File: src/rtl/alarm_pixel_compositor_pkg.sv
// Shared definitions for the alarm-clock VGA pixel compositor.
//   - alarm_state_e : alarm display FSM state, 2-bit encoding visible on the
//                     alarm_state output (0 OFF, 1 ARMED, 2 RINGING, 3 SNOOZED)
//   - color_t       : 12-bit RGB 4:4:4 pixel colour
//   - DEF_COLOR_*   : default palette used as parameter defaults
//   - caption_visible() : whether the "ALARM" caption is drawn for a given
//                         displayed state and blink phase
package alarm_pixel_compositor_pkg;

    typedef enum logic [1:0] {
        ALARM_OFF     = 2'd0,
        ALARM_ARMED   = 2'd1,
        ALARM_RINGING = 2'd2,
        ALARM_SNOOZED = 2'd3
    } alarm_state_e;

    typedef logic [11:0] color_t;

    localparam color_t DEF_COLOR_BG           = 12'h000;
    localparam color_t DEF_COLOR_TIME         = 12'hFFF;
    localparam color_t DEF_COLOR_ALARM_DIGITS = 12'h0F0;
    localparam color_t DEF_COLOR_ALARM_TEXT   = 12'hF00;
    localparam color_t DEF_COLOR_DIM          = 12'h444;
    localparam color_t DEF_COLOR_RING_BG      = 12'h400;

    // The caption is always drawn while disabled (dimmed) or armed; while
    // ringing or snoozed it blinks with the latched phase.
    function automatic logic caption_visible(alarm_state_e st, logic phase);
        logic vis;
        vis = 1'b1;
        if ((st == ALARM_RINGING) || (st == ALARM_SNOOZED)) begin
            vis = phase;
        end
        return vis;
    endfunction

endpackage

File: src/rtl/alarm_pixel_compositor_if.sv
// Pixel/alarm bundle between the renderers and the compositor.
//   Inputs to the compositor : video_on, hsync_in, vsync_in, frame_tick,
//                              time_on, alarm_digits_on, alarm_text_on,
//                              alarm_en, alarm_ringing, snooze
//   Outputs of the compositor: rgb (12-bit), hsync_out, vsync_out,
//                              alarm_state (2-bit)
// master: the upstream driver side; slave: the compositor side.
interface alarm_pixel_compositor_if;
    import alarm_pixel_compositor_pkg::*;

    logic       video_on;
    logic       hsync_in;
    logic       vsync_in;
    logic       frame_tick;
    logic       time_on;
    logic       alarm_digits_on;
    logic       alarm_text_on;
    logic       alarm_en;
    logic       alarm_ringing;
    logic       snooze;

    color_t     rgb;
    logic       hsync_out;
    logic       vsync_out;
    logic [1:0] alarm_state;

    modport master (
        output video_on, hsync_in, vsync_in, frame_tick,
               time_on, alarm_digits_on, alarm_text_on,
               alarm_en, alarm_ringing, snooze,
        input  rgb, hsync_out, vsync_out, alarm_state
    );

    modport slave (
        input  video_on, hsync_in, vsync_in, frame_tick,
               time_on, alarm_digits_on, alarm_text_on,
               alarm_en, alarm_ringing, snooze,
        output rgb, hsync_out, vsync_out, alarm_state
    );

endinterface

File: src/rtl/alarm_pixel_compositor_blink_ctrl.sv
// alarm_blink_ctrl: alarm display FSM plus frame-counted blink/snooze timing.
//   clk, reset_n      : clock, asynchronous active-low reset
//   frame_tick        : one-cycle pulse per frame (start of vblank)
//   alarm_en          : alarm enabled (level)
//   alarm_ringing     : alarm time matched (level)
//   snooze            : one-cycle snooze request, honoured only in RINGING
//   alarm_state       : live FSM state
//   disp_state/phase  : state and blink phase latched once per frame, used
//                       for colouring so nothing changes mid-frame
module alarm_blink_ctrl
    import alarm_pixel_compositor_pkg::*;
#(
    parameter int BLINK_FRAMES  = 30,
    parameter int SNOOZE_FRAMES = 600
) (
    input  logic         clk,
    input  logic         reset_n,
    input  logic         frame_tick,
    input  logic         alarm_en,
    input  logic         alarm_ringing,
    input  logic         snooze,
    output alarm_state_e alarm_state,
    output alarm_state_e disp_state,
    output logic         disp_phase
);

    localparam int BLINK_W = (BLINK_FRAMES > 1) ? $clog2(2 * BLINK_FRAMES) : 1;

    localparam logic [31:0] RING_LIMIT   = 32'(BLINK_FRAMES - 1);
    localparam logic [31:0] SNZ_B_LIMIT  = 32'(2 * BLINK_FRAMES - 1);
    localparam logic [31:0] SNOOZE_LIMIT = 32'(SNOOZE_FRAMES - 1);

    alarm_state_e        state_q, state_d;
    alarm_state_e        disp_state_q, disp_state_d;
    logic                disp_phase_q, disp_phase_d;
    logic                phase_q, phase_d;
    logic [BLINK_W-1:0]  blink_cnt_q, blink_cnt_d;
    logic [15:0]         snooze_cnt_q, snooze_cnt_d;

    logic [31:0]         blink_limit;
    logic                snooze_done;

    assign snooze_done = (32'(snooze_cnt_q) == SNOOZE_LIMIT);

    // Next-state logic; alarm_en=0 overrides every other transition.
    always_comb begin
        state_d = state_q;
        if (!alarm_en) begin
            state_d = ALARM_OFF;
        end else begin
            case (state_q)
                ALARM_OFF: begin
                    state_d = ALARM_ARMED;
                end
                ALARM_ARMED: begin
                    if (alarm_ringing) begin
                        state_d = ALARM_RINGING;
                    end
                end
                ALARM_RINGING: begin
                    if (!alarm_ringing) begin
                        state_d = ALARM_ARMED;
                    end else if (snooze) begin
                        state_d = ALARM_SNOOZED;
                    end
                end
                ALARM_SNOOZED: begin
                    if (!alarm_ringing) begin
                        state_d = ALARM_ARMED;
                    end else if (frame_tick && snooze_done) begin
                        state_d = ALARM_RINGING;
                    end
                end
                default: begin
                    state_d = ALARM_OFF;
                end
            endcase
        end
    end

    // Blink/snooze counters. A state change restarts timing from a visible
    // phase and takes precedence over a coincident frame_tick.
    always_comb begin
        blink_cnt_d  = blink_cnt_q;
        snooze_cnt_d = snooze_cnt_q;
        phase_d      = phase_q;
        blink_limit  = (state_q == ALARM_SNOOZED) ? SNZ_B_LIMIT : RING_LIMIT;

        if (state_d != state_q) begin
            blink_cnt_d  = '0;
            snooze_cnt_d = '0;
            phase_d      = 1'b1;
        end else if (frame_tick) begin
            if ((state_q == ALARM_RINGING) || (state_q == ALARM_SNOOZED)) begin
                if (32'(blink_cnt_q) == blink_limit) begin
                    blink_cnt_d = '0;
                    phase_d     = ~phase_q;
                end else begin
                    blink_cnt_d = blink_cnt_q + 1'b1;
                end
            end
            if ((state_q == ALARM_SNOOZED) && !snooze_done) begin
                snooze_cnt_d = snooze_cnt_q + 16'd1;
            end
        end
    end

    // Display copies only move on frame_tick so colours are stable per frame.
    always_comb begin
        disp_state_d = disp_state_q;
        disp_phase_d = disp_phase_q;
        if (frame_tick) begin
            disp_state_d = state_q;
            disp_phase_d = phase_q;
        end
    end

    // State and counter registers.
    always_ff @(posedge clk or negedge reset_n) begin
        if (!reset_n) begin
            state_q      <= ALARM_OFF;
            blink_cnt_q  <= '0;
            snooze_cnt_q <= '0;
            phase_q      <= 1'b1;
            disp_state_q <= ALARM_OFF;
            disp_phase_q <= 1'b1;
        end else begin
            state_q      <= state_d;
            blink_cnt_q  <= blink_cnt_d;
            snooze_cnt_q <= snooze_cnt_d;
            phase_q      <= phase_d;
            disp_state_q <= disp_state_d;
            disp_phase_q <= disp_phase_d;
        end
    end

    assign alarm_state = state_q;
    assign disp_state  = disp_state_q;
    assign disp_phase  = disp_phase_q;

endmodule

File: src/rtl/alarm_pixel_compositor.sv
// alarm_pixel_compositor: final colour stage of the alarm-clock VGA path.
//   clk, reset_n : pixel clock, asynchronous active-low reset
//   bus (slave)  : renderer on-flags, sync-stage timing and alarm controls in;
//                  registered rgb, delayed hsync/vsync and alarm_state out.
// rgb, hsync_out and vsync_out are all registered once so they stay aligned.
module alarm_pixel_compositor
    import alarm_pixel_compositor_pkg::*;
#(
    parameter int     BLINK_FRAMES       = 30,
    parameter int     SNOOZE_FRAMES      = 600,
    parameter color_t COLOR_BG           = DEF_COLOR_BG,
    parameter color_t COLOR_TIME         = DEF_COLOR_TIME,
    parameter color_t COLOR_ALARM_DIGITS = DEF_COLOR_ALARM_DIGITS,
    parameter color_t COLOR_ALARM_TEXT   = DEF_COLOR_ALARM_TEXT,
    parameter color_t COLOR_DIM          = DEF_COLOR_DIM,
    parameter color_t COLOR_RING_BG      = DEF_COLOR_RING_BG
) (
    input  logic                     clk,
    input  logic                     reset_n,
    alarm_pixel_compositor_if.slave  bus
);

    alarm_state_e alarm_state;
    alarm_state_e disp_state;
    logic         disp_phase;

    color_t       rgb_q, rgb_d;
    logic         hsync_q, vsync_q;
    color_t       caption_color;
    color_t       bg_color;
    logic         caption_vis;

    alarm_blink_ctrl #(
        .BLINK_FRAMES  (BLINK_FRAMES),
        .SNOOZE_FRAMES (SNOOZE_FRAMES)
    ) u_blink_ctrl (
        .clk           (clk),
        .reset_n       (reset_n),
        .frame_tick    (bus.frame_tick),
        .alarm_en      (bus.alarm_en),
        .alarm_ringing (bus.alarm_ringing),
        .snooze        (bus.snooze),
        .alarm_state   (alarm_state),
        .disp_state    (disp_state),
        .disp_phase    (disp_phase)
    );

    // Colour priority: blanking, caption, alarm digits, time digits, background.
    always_comb begin
        caption_vis   = caption_visible(disp_state, disp_phase);
        caption_color = (disp_state == ALARM_OFF) ? COLOR_DIM : COLOR_ALARM_TEXT;
        bg_color      = ((disp_state == ALARM_RINGING) && disp_phase) ? COLOR_RING_BG : COLOR_BG;
        rgb_d         = '0;
        if (!bus.video_on) begin
            rgb_d = '0;
        end else if (bus.alarm_text_on && caption_vis) begin
            rgb_d = caption_color;
        end else if (bus.alarm_digits_on) begin
            rgb_d = COLOR_ALARM_DIGITS;
        end else if (bus.time_on) begin
            rgb_d = COLOR_TIME;
        end else begin
            rgb_d = bg_color;
        end
    end

    // Output registers; syncs idle high (inactive) during reset.
    always_ff @(posedge clk or negedge reset_n) begin
        if (!reset_n) begin
            rgb_q   <= '0;
            hsync_q <= 1'b1;
            vsync_q <= 1'b1;
        end else begin
            rgb_q   <= rgb_d;
            hsync_q <= bus.hsync_in;
            vsync_q <= bus.vsync_in;
        end
    end

    assign bus.rgb         = rgb_q;
    assign bus.hsync_out   = hsync_q;
    assign bus.vsync_out   = vsync_q;
    assign bus.alarm_state = alarm_state;

endmodule

File: src/flat_wrapper.sv
// flat-port wrapper written by rule: the top's interface ports become plain ports
module alarm_pixel_compositor_flat import alarm_pixel_compositor_pkg::*;
#(
    parameter int     BLINK_FRAMES       = 30,
    parameter int     SNOOZE_FRAMES      = 600,
    parameter color_t COLOR_BG           = DEF_COLOR_BG,
    parameter color_t COLOR_TIME         = DEF_COLOR_TIME,
    parameter color_t COLOR_ALARM_DIGITS = DEF_COLOR_ALARM_DIGITS,
    parameter color_t COLOR_ALARM_TEXT   = DEF_COLOR_ALARM_TEXT,
    parameter color_t COLOR_DIM          = DEF_COLOR_DIM,
    parameter color_t COLOR_RING_BG      = DEF_COLOR_RING_BG
)
  (clk, reset_n, bus_video_on, bus_hsync_in, bus_vsync_in, bus_frame_tick, bus_time_on, bus_alarm_digits_on, bus_alarm_text_on, bus_alarm_en, bus_alarm_ringing, bus_snooze, bus_rgb, bus_hsync_out, bus_vsync_out, bus_alarm_state);
  alarm_pixel_compositor_if bus_i ();
  input  logic clk;
  input  logic reset_n;
  input wire logic [$bits(bus_i.video_on)-1:0] bus_video_on;
  input wire logic [$bits(bus_i.hsync_in)-1:0] bus_hsync_in;
  input wire logic [$bits(bus_i.vsync_in)-1:0] bus_vsync_in;
  input wire logic [$bits(bus_i.frame_tick)-1:0] bus_frame_tick;
  input wire logic [$bits(bus_i.time_on)-1:0] bus_time_on;
  input wire logic [$bits(bus_i.alarm_digits_on)-1:0] bus_alarm_digits_on;
  input wire logic [$bits(bus_i.alarm_text_on)-1:0] bus_alarm_text_on;
  input wire logic [$bits(bus_i.alarm_en)-1:0] bus_alarm_en;
  input wire logic [$bits(bus_i.alarm_ringing)-1:0] bus_alarm_ringing;
  input wire logic [$bits(bus_i.snooze)-1:0] bus_snooze;
  output wire logic [$bits(bus_i.rgb)-1:0] bus_rgb;
  output wire logic [$bits(bus_i.hsync_out)-1:0] bus_hsync_out;
  output wire logic [$bits(bus_i.vsync_out)-1:0] bus_vsync_out;
  output wire logic [$bits(bus_i.alarm_state)-1:0] bus_alarm_state;
  assign bus_i.video_on = bus_video_on;
  assign bus_i.hsync_in = bus_hsync_in;
  assign bus_i.vsync_in = bus_vsync_in;
  assign bus_i.frame_tick = bus_frame_tick;
  assign bus_i.time_on = bus_time_on;
  assign bus_i.alarm_digits_on = bus_alarm_digits_on;
  assign bus_i.alarm_text_on = bus_alarm_text_on;
  assign bus_i.alarm_en = bus_alarm_en;
  assign bus_i.alarm_ringing = bus_alarm_ringing;
  assign bus_i.snooze = bus_snooze;
  assign bus_rgb = bus_i.rgb;
  assign bus_hsync_out = bus_i.hsync_out;
  assign bus_vsync_out = bus_i.vsync_out;
  assign bus_alarm_state = bus_i.alarm_state;
  alarm_pixel_compositor #(.BLINK_FRAMES(BLINK_FRAMES), .SNOOZE_FRAMES(SNOOZE_FRAMES), .COLOR_BG(COLOR_BG), .COLOR_TIME(COLOR_TIME), .COLOR_ALARM_DIGITS(COLOR_ALARM_DIGITS), .COLOR_ALARM_TEXT(COLOR_ALARM_TEXT), .COLOR_DIM(COLOR_DIM), .COLOR_RING_BG(COLOR_RING_BG)) u_core (.clk(clk), .reset_n(reset_n), .bus(bus_i));
endmodule
File: config.mk
export PLATFORM = sky130hd
export DESIGN_NAME = alarm_pixel_compositor_flat
export DESIGN_NICKNAME = d
export VERILOG_FILES = /design/src/rtl/alarm_pixel_compositor_pkg.sv /design/src/rtl/alarm_pixel_compositor_if.sv /design/src/rtl/alarm_pixel_compositor_blink_ctrl.sv /design/src/rtl/alarm_pixel_compositor.sv /design/src/flat_wrapper.sv
export SDC_FILE = /design/constraint.sdc
export NUM_CORES = 1
export LEC_CHECK = 0
export CORE_MARGIN = 5
export CORE_UTILIZATION = 56
export CTS_BUF_LIST = sky130_fd_sc_hd__clkbuf_8
export CTS_CLUSTER_DIAMETER = 120
export DETAILED_ROUTE_END_ITERATION = 6
export MAX_ROUTING_LAYER = met4
export PLACE_DENSITY = 0.88
export SLEW_MARGIN = 0
export SYNTH_ARGS = -nofsm -noshare
export SYNTH_HDL_FRONTEND = slang
export SYNTH_SLANG_ARGS = --single-unit
File: constraint.sdc
create_clock -name clk -period 2.2 [get_ports clk]
set_input_delay 0.22 -clock clk [delete_from_list [all_inputs] [get_ports clk]]
set_output_delay 0.22 -clock clk [all_outputs]
set_load 0.01 [all_outputs]
# ---- Yosys cells after proc, flatten, opt, wreduce, memory -nomap -nowiden
# Cells that the tools add are included.
dict set report classes {
  n_addsub 2
  multipliers 0
  div_mod_pow 0
  order_cmp 0
  eq_ne 8
  n_shift 0
  muxes 26
  bitwise_logic 1
  reduce_logical 16
}
# op n
set ops {}
lappend ops {{$mux W12} 5}
lappend ops {{$mux W16} 3}
lappend ops {{$mux W6} 5}
lappend ops {{$add A16 B1 Y16 const B} 1}
lappend ops {{$eq A16 B10 Y1 const B} 1}
lappend ops {{$mux W2} 6}
lappend ops {{$mux W11} 1}
lappend ops {{$eq A2 B2 Y1 const B} 4}
lappend ops {{$pmux W2 S4} 1}
lappend ops {{$reduce_bool A2 Y1} 4}
lappend ops {{$add A6 B1 Y6 const B} 1}
lappend ops {{$eq A6 B6 Y1} 1}
lappend ops {{$mux W1} 5}
lappend ops {{$logic_and A1 B1 Y1} 4}
lappend ops {{$logic_not A2 Y1} 2}
lappend ops {{$reduce_and A2 Y1} 2}
lappend ops {{$reduce_and A3 Y1} 1}
lappend ops {{$eq A2 B1 Y1 const B} 1}
lappend ops {{$logic_or A1 B1 Y1} 2}
lappend ops {{$ne A2 B2 Y1} 1}
lappend ops {{$logic_not A1 Y1} 1}
lappend ops {{$not A1 Y1} 1}
dict set report totals {
  regBits 42
  latch_bits 0
  ramBits 0
  rom_bits 0
  in_bits 12
  output_inout_bits 16
  mem_count 0
}

# ---- Logic depth before layout (Yosys ltp)
dict set report logic_depth {
  word_depth 9
  depth_mapped 7
  ltp_nobuf 6
}

# ---- Modules after synthesis
# A second synthesis with hierarchy kept.
dict set report unflattened {
  hier_cells 206
  area_unflattened_um2 1958.1
}
# mod n_inst cells_each area_per_inst_um2 seq_area_each_um2
set by_module_without_submodules {}
lappend by_module_without_submodules {alarm_blink_ctrl 1 175 1600.3 703.2}
lappend by_module_without_submodules {alarm_pixel_compositor 1 31 357.8 202.7}

# ---- Worst setup path before layout
# OpenSTA, ideal clock, no wires.
dict set report synth_timing {
  kind {reg2reg}
  start {register u_core.u_blink_ctrl.snooze_cnt_q[0]}
  end {register u_core.u_blink_ctrl.snooze_cnt_q[15]}
  setup_time_ns 0.078
  t_arrival_ns 1.774
  required_ns 2.122
  path_slack_ns 0.348
  path_stages_with_launch 7
  period_less_slack_ns 1.852
  cell_sequence {dfrtp_1 > ha_1 > and4b_1 > nand4_1 > nand3_1 > or4_1 > a21oi_1}
}
dict set report synth_via {
  elab_chain_len 9
  elab_cells_between_ends 16
  cone_classes {1 x add/sub; 2 x eq/ne; 7 x mux; 6 x reduce/logical}
}
# element line_no
set synth_rtl {}
lappend synth_rtl {{start, declared} alarm_pixel_compositor_blink_ctrl.sv:38} ;# logic [15:0] snooze_cnt_q, snooze_cnt_d;
lappend synth_rtl {{start signal, assigned} alarm_pixel_compositor_blink_ctrl.sv:130} ;# snooze_cnt_q <= snooze_cnt_d;
lappend synth_rtl {{$eq A16 B10 Y1} alarm_pixel_compositor_blink_ctrl.sv:43} ;# assign snooze_done = (32'(snooze_cnt_q) == SNOOZE_LIMIT);
lappend synth_rtl {{$logic_and A1 B1 Y1} alarm_pixel_compositor_blink_ctrl.sv:70} ;# end else if (frame_tick && snooze_done) begin
lappend synth_rtl {{$mux W2} alarm_pixel_compositor_blink_ctrl.sv:70}
lappend synth_rtl {{$mux W2} alarm_pixel_compositor_blink_ctrl.sv:68} ;# if (!alarm_ringing) begin
lappend synth_rtl {{$pmux W2 S4} alarm_pixel_compositor_blink_ctrl.sv:51} ;# case (state_q)
lappend synth_rtl {{$mux W2} alarm_pixel_compositor_blink_ctrl.sv:48} ;# if (!alarm_en) begin
lappend synth_rtl {{$ne A2 B2 Y1} alarm_pixel_compositor_blink_ctrl.sv:89} ;# if (state_d != state_q) begin
lappend synth_rtl {{$reduce_bool A2 Y1 (no source line)} --}
lappend synth_rtl {{$reduce_and A2 Y1 (no source line)} --}
# Several ways; a longest one is shown, not always the timed one. The select of a mux whose other input is x is not followed.
# A chain may end at the register's enable or synchronous reset.

# ---- Final worst setup path
# Same ends and word-level chain as after synthesis.

==> results_tabular.tex <==
\begin{tabular}{lr}
\hline
Metric & Value \\
\hline
\multicolumn{2}{l}{\textbf{Clock tree}} \\
\quad Hold buffers post-CTS & 0 \\
\quad Number of levels the H-tree was split into & 2 \\
\quad Clk root buf & sky130\_fd\_sc\_hd\_\_clkbuf\_8 \\
\quad Post-CTS setup-driven buffer insertion count & 0 \\
\quad Clock network latency to the later pin of the worst-skew pair & 0.28 ns \\
\quad Clock tree from TritonCTS & built \\
\quad Clock sink count & 36 \\
\quad Number of buffers added by the clock tree synthesis step & 5 \\
\quad Clock transition at the registers of the reported paths & 0.07 ns \\
\quad Clock Path Buffers & 2 \\
\quad Resize count post-CTS & 0 \\
\multicolumn{2}{l}{\textbf{Placement}} \\
\quad Gp weighted congestion & slightly below 0.9 \\
\quad Final HPWL DP & roughly 2900 um \\
\quad Number of port buffers & 27 \\
\multicolumn{2}{l}{\textbf{Logic synthesis}} \\
\quad Share of the synthesized area in compound gates (AO/OA/AOI/OAI) & 13.3\% \\
\quad Multiplexer share of the synthesized area & under 10\% \\
\quad Post-synthesis area per instance & roughly 9.1 um\^{}2 \\
\quad Sequential fraction of the synthesis area & between 40\% and 50\% \\
\quad Post-Syn Nets & roughly 230 \\
\quad Cell types occupying the most area after synthesis & sky130\_fd\_sc\_hd\_\_dfrtp\_1 (41\%), sky130\_fd\_sc\_hd\_\_dfstp\_2 (5.4\%), sky130\_fd\_sc\_hd\_\_nor2\_1 (4.8\%) \\
\quad Most frequent cells after synthesis & sky130\_fd\_sc\_hd\_\_dfrtp\_1 (32), sky130\_fd\_sc\_hd\_\_nor2\_1 (25), sky130\_fd\_sc\_hd\_\_nand2\_1 (21) \\
\quad XOR/XNOR Fraction of Synth Area & between 4 and 5\% \\
\quad Synth async-reset ratio & 100\% \\
\quad Flip-flop and latch count after synthesis & 36 \\
\quad Count of different cell masters after synthesis & between 40 and 50 \\
\quad Combinational family with the most area after synthesis & simple AND/OR/NAND/NOR gates \\
\quad Post-Synthesis Cell Area & about 2000 um\^{}2 \\
\quad Synth Flop Type & sky130\_fd\_sc\_hd\_\_dfrtp\_1 \\
\quad Most frequent cell after synthesis & sky130\_fd\_sc\_hd\_\_dfrtp\_1 \\
\quad Count of flip-flops with a built-in enable after synthesis & 0 \\
\quad Area share of and/or/nand/nor cells after synthesis & $\sim$28\% \\
\quad Post-synth top area cell & sky130\_fd\_sc\_hd\_\_dfrtp\_1 \\
\quad Count of mapped cells out of synthesis & about 220 \\
\quad Share of the synthesized area in the top cell type & 40.8\% \\
\quad Yosys warning count & 0 \\
\quad Adder-cell share of the synthesized area & 1.27\% \\
\multicolumn{2}{l}{\textbf{Global route}} \\
\quad Grt total ovfl & 0 \\
\quad Via count of the first global-routing pass & around 1600 \\
\quad Total track usage & 19.1\% \\
\quad Met2 layer usage reported by global route & 30.0\% \\
\quad Wire length of the first global-routing pass & about 7400 um \\
\quad Most crowded layer after global routing & met2 \\
\quad Antenna violations before repair & 0 \\
\quad Maximum number of pins on one net before global-route repair & 37 \\
\quad Met1 Use GR & between 20 and 25\% \\
\quad GR met3 Demand/Resource & $\sim$4.8\% \\
\multicolumn{2}{l}{\textbf{Power}} \\
\quad Peak supply drop & 0.419 mV \\
\quad Relative contribution of sequential cells to total power & roughly 52\% \\
\quad Switching power of the nets & about 320 uW \\
\quad Switching part of the total power & around a quarter \\
\quad Clock power share & about a third \\
\quad Power density normalized to cell area & between 500 and 600 nW/um\^{}2 \\
\quad Static Leak & slightly below 1 nW \\
\quad Cell internal power dissipation & 1.01 mW \\
\quad Proportion of power drawn by combinational gates & 12.6\% \\
\multicolumn{2}{l}{\textbf{Timing}} \\
\quad RSZ-0062 raised after global routing & no \\
\quad Post-route worst hold slack & 0.336 ns \\
\quad Total of endpoints with negative setup slack in the final report & 0 \\
\quad Slew of the pin with the lowest slew margin & around 0.44 ns \\
\quad Count of final hold-check violations & 0 \\
\quad Final Max Tran Viols & 0 \\
\quad Setup TNS after final layout & 0 ns \\
\quad Worst Skew & 0.00416 ns \\
\quad Final critical-path share of the clock period & a little under 90\% \\
\quad Relative slew slack & 70.6\% \\
\quad Max Clk Rate & between 500 and 600 MHz \\
\quad Minimum clock period after layout & 1.93 ns \\
\multicolumn{2}{l}{\textbf{Detailed routing}} \\
\quad Number of DRC markers in iteration 0 & between 70 and 80 \\
\quad Antenna Nets Post-Route & 0 \\
\quad Number of detailed-route iterations in the first pass & 4 \\
\quad Routed Wire Length & roughly 4000 um \\
\quad Routed via count & 1699 \\
\quad Via/cell ratio & about 5.8 \\
\quad Post-DR wirelength/cell & between 10 and 15 um \\
\quad Post-detailed-route DRC marker count & 0 \\
\multicolumn{2}{l}{\textbf{Layout}} \\
\quad NumNets Final & between 200 and 300 \\
\quad Multi-input logic area & 957 um\^{}2 \\
\quad Total area of sequential cells & $\sim$910 um\^{}2 \\
\quad Area growth from synthesis to final layout & 21.4\% \\
\quad N\_diodes & 0 \\
\quad Fillers & $\sim$270 \\
\quad Fraction of final layout cells sized beyond drive strength 1 & approximately an eighth \\
\multicolumn{2}{l}{\textbf{Setup path}} \\
\quad Class of the most critical setup path & reg2reg \\
\quad Capturing element type of the critical path & flop \\
\quad Critical path, cell by cell & ha\_1, and4b\_1, nand4\_1, nand3\_1, or4\_1, a21oi\_1 \\
\quad Worst Path Arrival & 2.15 ns \\
\quad Kind of cell with the highest combined delay on the critical path & simple AND/OR/NAND/NOR gates \\
\quad Required time of the critical path & 2.41 ns \\
\quad CP max FO & 5 \\
\quad Startpoint type of the worst setup path & flop \\
\quad Maximum single-stage delay on the critical path & approximately 0.50 ns \\
\quad Crit path buffers/inverters & 0 \\
\quad Crit path max-delay cell type & sky130\_fd\_sc\_hd\_\_or4\_1 \\
\multicolumn{2}{l}{\textbf{Die}} \\
\quad Die Footprint & 4790 um\^{}2 \\
\quad Initial Utilization & about 60\% \\
\quad Core region area & 3360 um\^{}2 \\
\quad Number of top-level pins & 28 \\
\quad Die Y-Extent & roughly 70 um \\
\quad DIE WIDTH & roughly 69 um \\
\quad Cell row count & 21 \\
\multicolumn{2}{l}{\textbf{Job}} \\
\quad Max capacitance violation total & 0 \\
\multicolumn{2}{l}{\textbf{Hold path}} \\
\quad Worst min-delay path class & in2async \\
\multicolumn{2}{l}{\textbf{Outcome}} \\
\quad Run status & finished clean \\
\hline
\end{tabular}
## routing by layer
metal,vias to the layer above,part of all wire (%),wire [um]
met5,-,0,0
met4,0,1.4,59
met3,6,5.7,236
met2,50,47,1940
met1,814,46,1890
li1,829,-,-
## final cells by class
class                      count  area share, %
clock buffer                   6           3.47
clock inverter                 2          0.315
inverter                       5          0.788
multi-input combinational    162           40.2
sequential                    36           38.0
tap                           46           2.42
timing repair buffer          38           14.8
## final timing paths
check                           cells after the start                                 from                                   end  slack (ns)
worst max register to register                      6  u_core.u_blink_ctrl.snooze_cnt_q[0]  u_core.u_blink_ctrl.snooze_cnt_q[15]        0.27
max in group asynchronous                           2                              reset_n                  u_core.bus.hsync_out        1.52
worst min register to register                      2          u_core.u_blink_ctrl.phase_q           u_core.u_blink_ctrl.phase_q        0.50
min in group clk                                    1                         bus_vsync_in                  u_core.bus.vsync_out        0.35
worst max-delay path                                6  u_core.u_blink_ctrl.snooze_cnt_q[0]  u_core.u_blink_ctrl.snooze_cnt_q[15]        0.27
worst min-delay path                                2                              reset_n    u_core.u_blink_ctrl.blink_cnt_q[0]        0.34
## logic make-up after synthesis
family	Yosys count
AO/OA/AOI/OAI	41
buffers and inverters	17
XOR/XNOR	11
flip-flops	36
AND/OR/NAND/NOR	106
multiplexers	2
adder cells (fa/ha/maj)	2
## cell usage in the layout, fill, tap and decap left out, types with 6 or more instances in the layout
master                            count
sky130_fd_sc_hd__dfrtp_1             32
sky130_fd_sc_hd__xor2_1              10
sky130_fd_sc_hd__a21oi_1             11
sky130_fd_sc_hd__nor3_1               8
sky130_fd_sc_hd__nand3_1             15
sky130_fd_sc_hd__o21ai_0              8
sky130_fd_sc_hd__nor2_1              25
sky130_fd_sc_hd__clkdlybuf4s50_1     27
sky130_fd_sc_hd__clkbuf_8             6
sky130_fd_sc_hd__nand4_1              9
sky130_fd_sc_hd__buf_4               11
sky130_fd_sc_hd__nand2_1             21
sky130_fd_sc_hd__inv_1                7
## flip-flops by register name, indices dropped and copies added, names as in the netlist
name	flops
u_core.u_blink_ctrl.disp_state	2
u_core.bus.vsync_out	1
u_core.bus.hsync_out	1
u_core.bus.rgb	6
u_core.u_blink_ctrl.blink_cnt_q	6
u_core.u_blink_ctrl.disp_phase	1
u_core.u_blink_ctrl.alarm_state	2
u_core.u_blink_ctrl.phase_q	1
u_core.u_blink_ctrl.snooze_cnt_q	16
## power by group through the flow
stage | Sequential (mW) | Combinational [mW] | Clock, mW
finish | 0.693 | 0.167 | 0.468
floorplan | 0.706 | 0.0755 | 0
CTS | 0.693 | 0.168 | 0.476
global placement | 0.703 | 0.164 | 0
global route | 0.695 | 0.184 | 0.508
detailed placement | 0.705 | 0.167 | 0
## per-stage QoR
stage / instance area (um^2) / utilization, % / worst slack, ns / total power [mW] / instances
2_1_floorplan: 1960 / - / 0.348 / 0.781 / 215
3_3_place_gp: 2290 / 68.2 / 0.324 / 0.868 / 287
3_5_place_dp: 2290 / 68.2 / 0.271 / 0.872 / 287
4_1_cts: 2380 / 70.8 / 0.276 / 1.34 / 295
5_1_grt: 2380 / 70.8 / 0.132 / 1.39 / 295
6_report: 2380 / 70.8 / 0.265 / 1.33 / 295
Power figures use the tool's default switching activity.
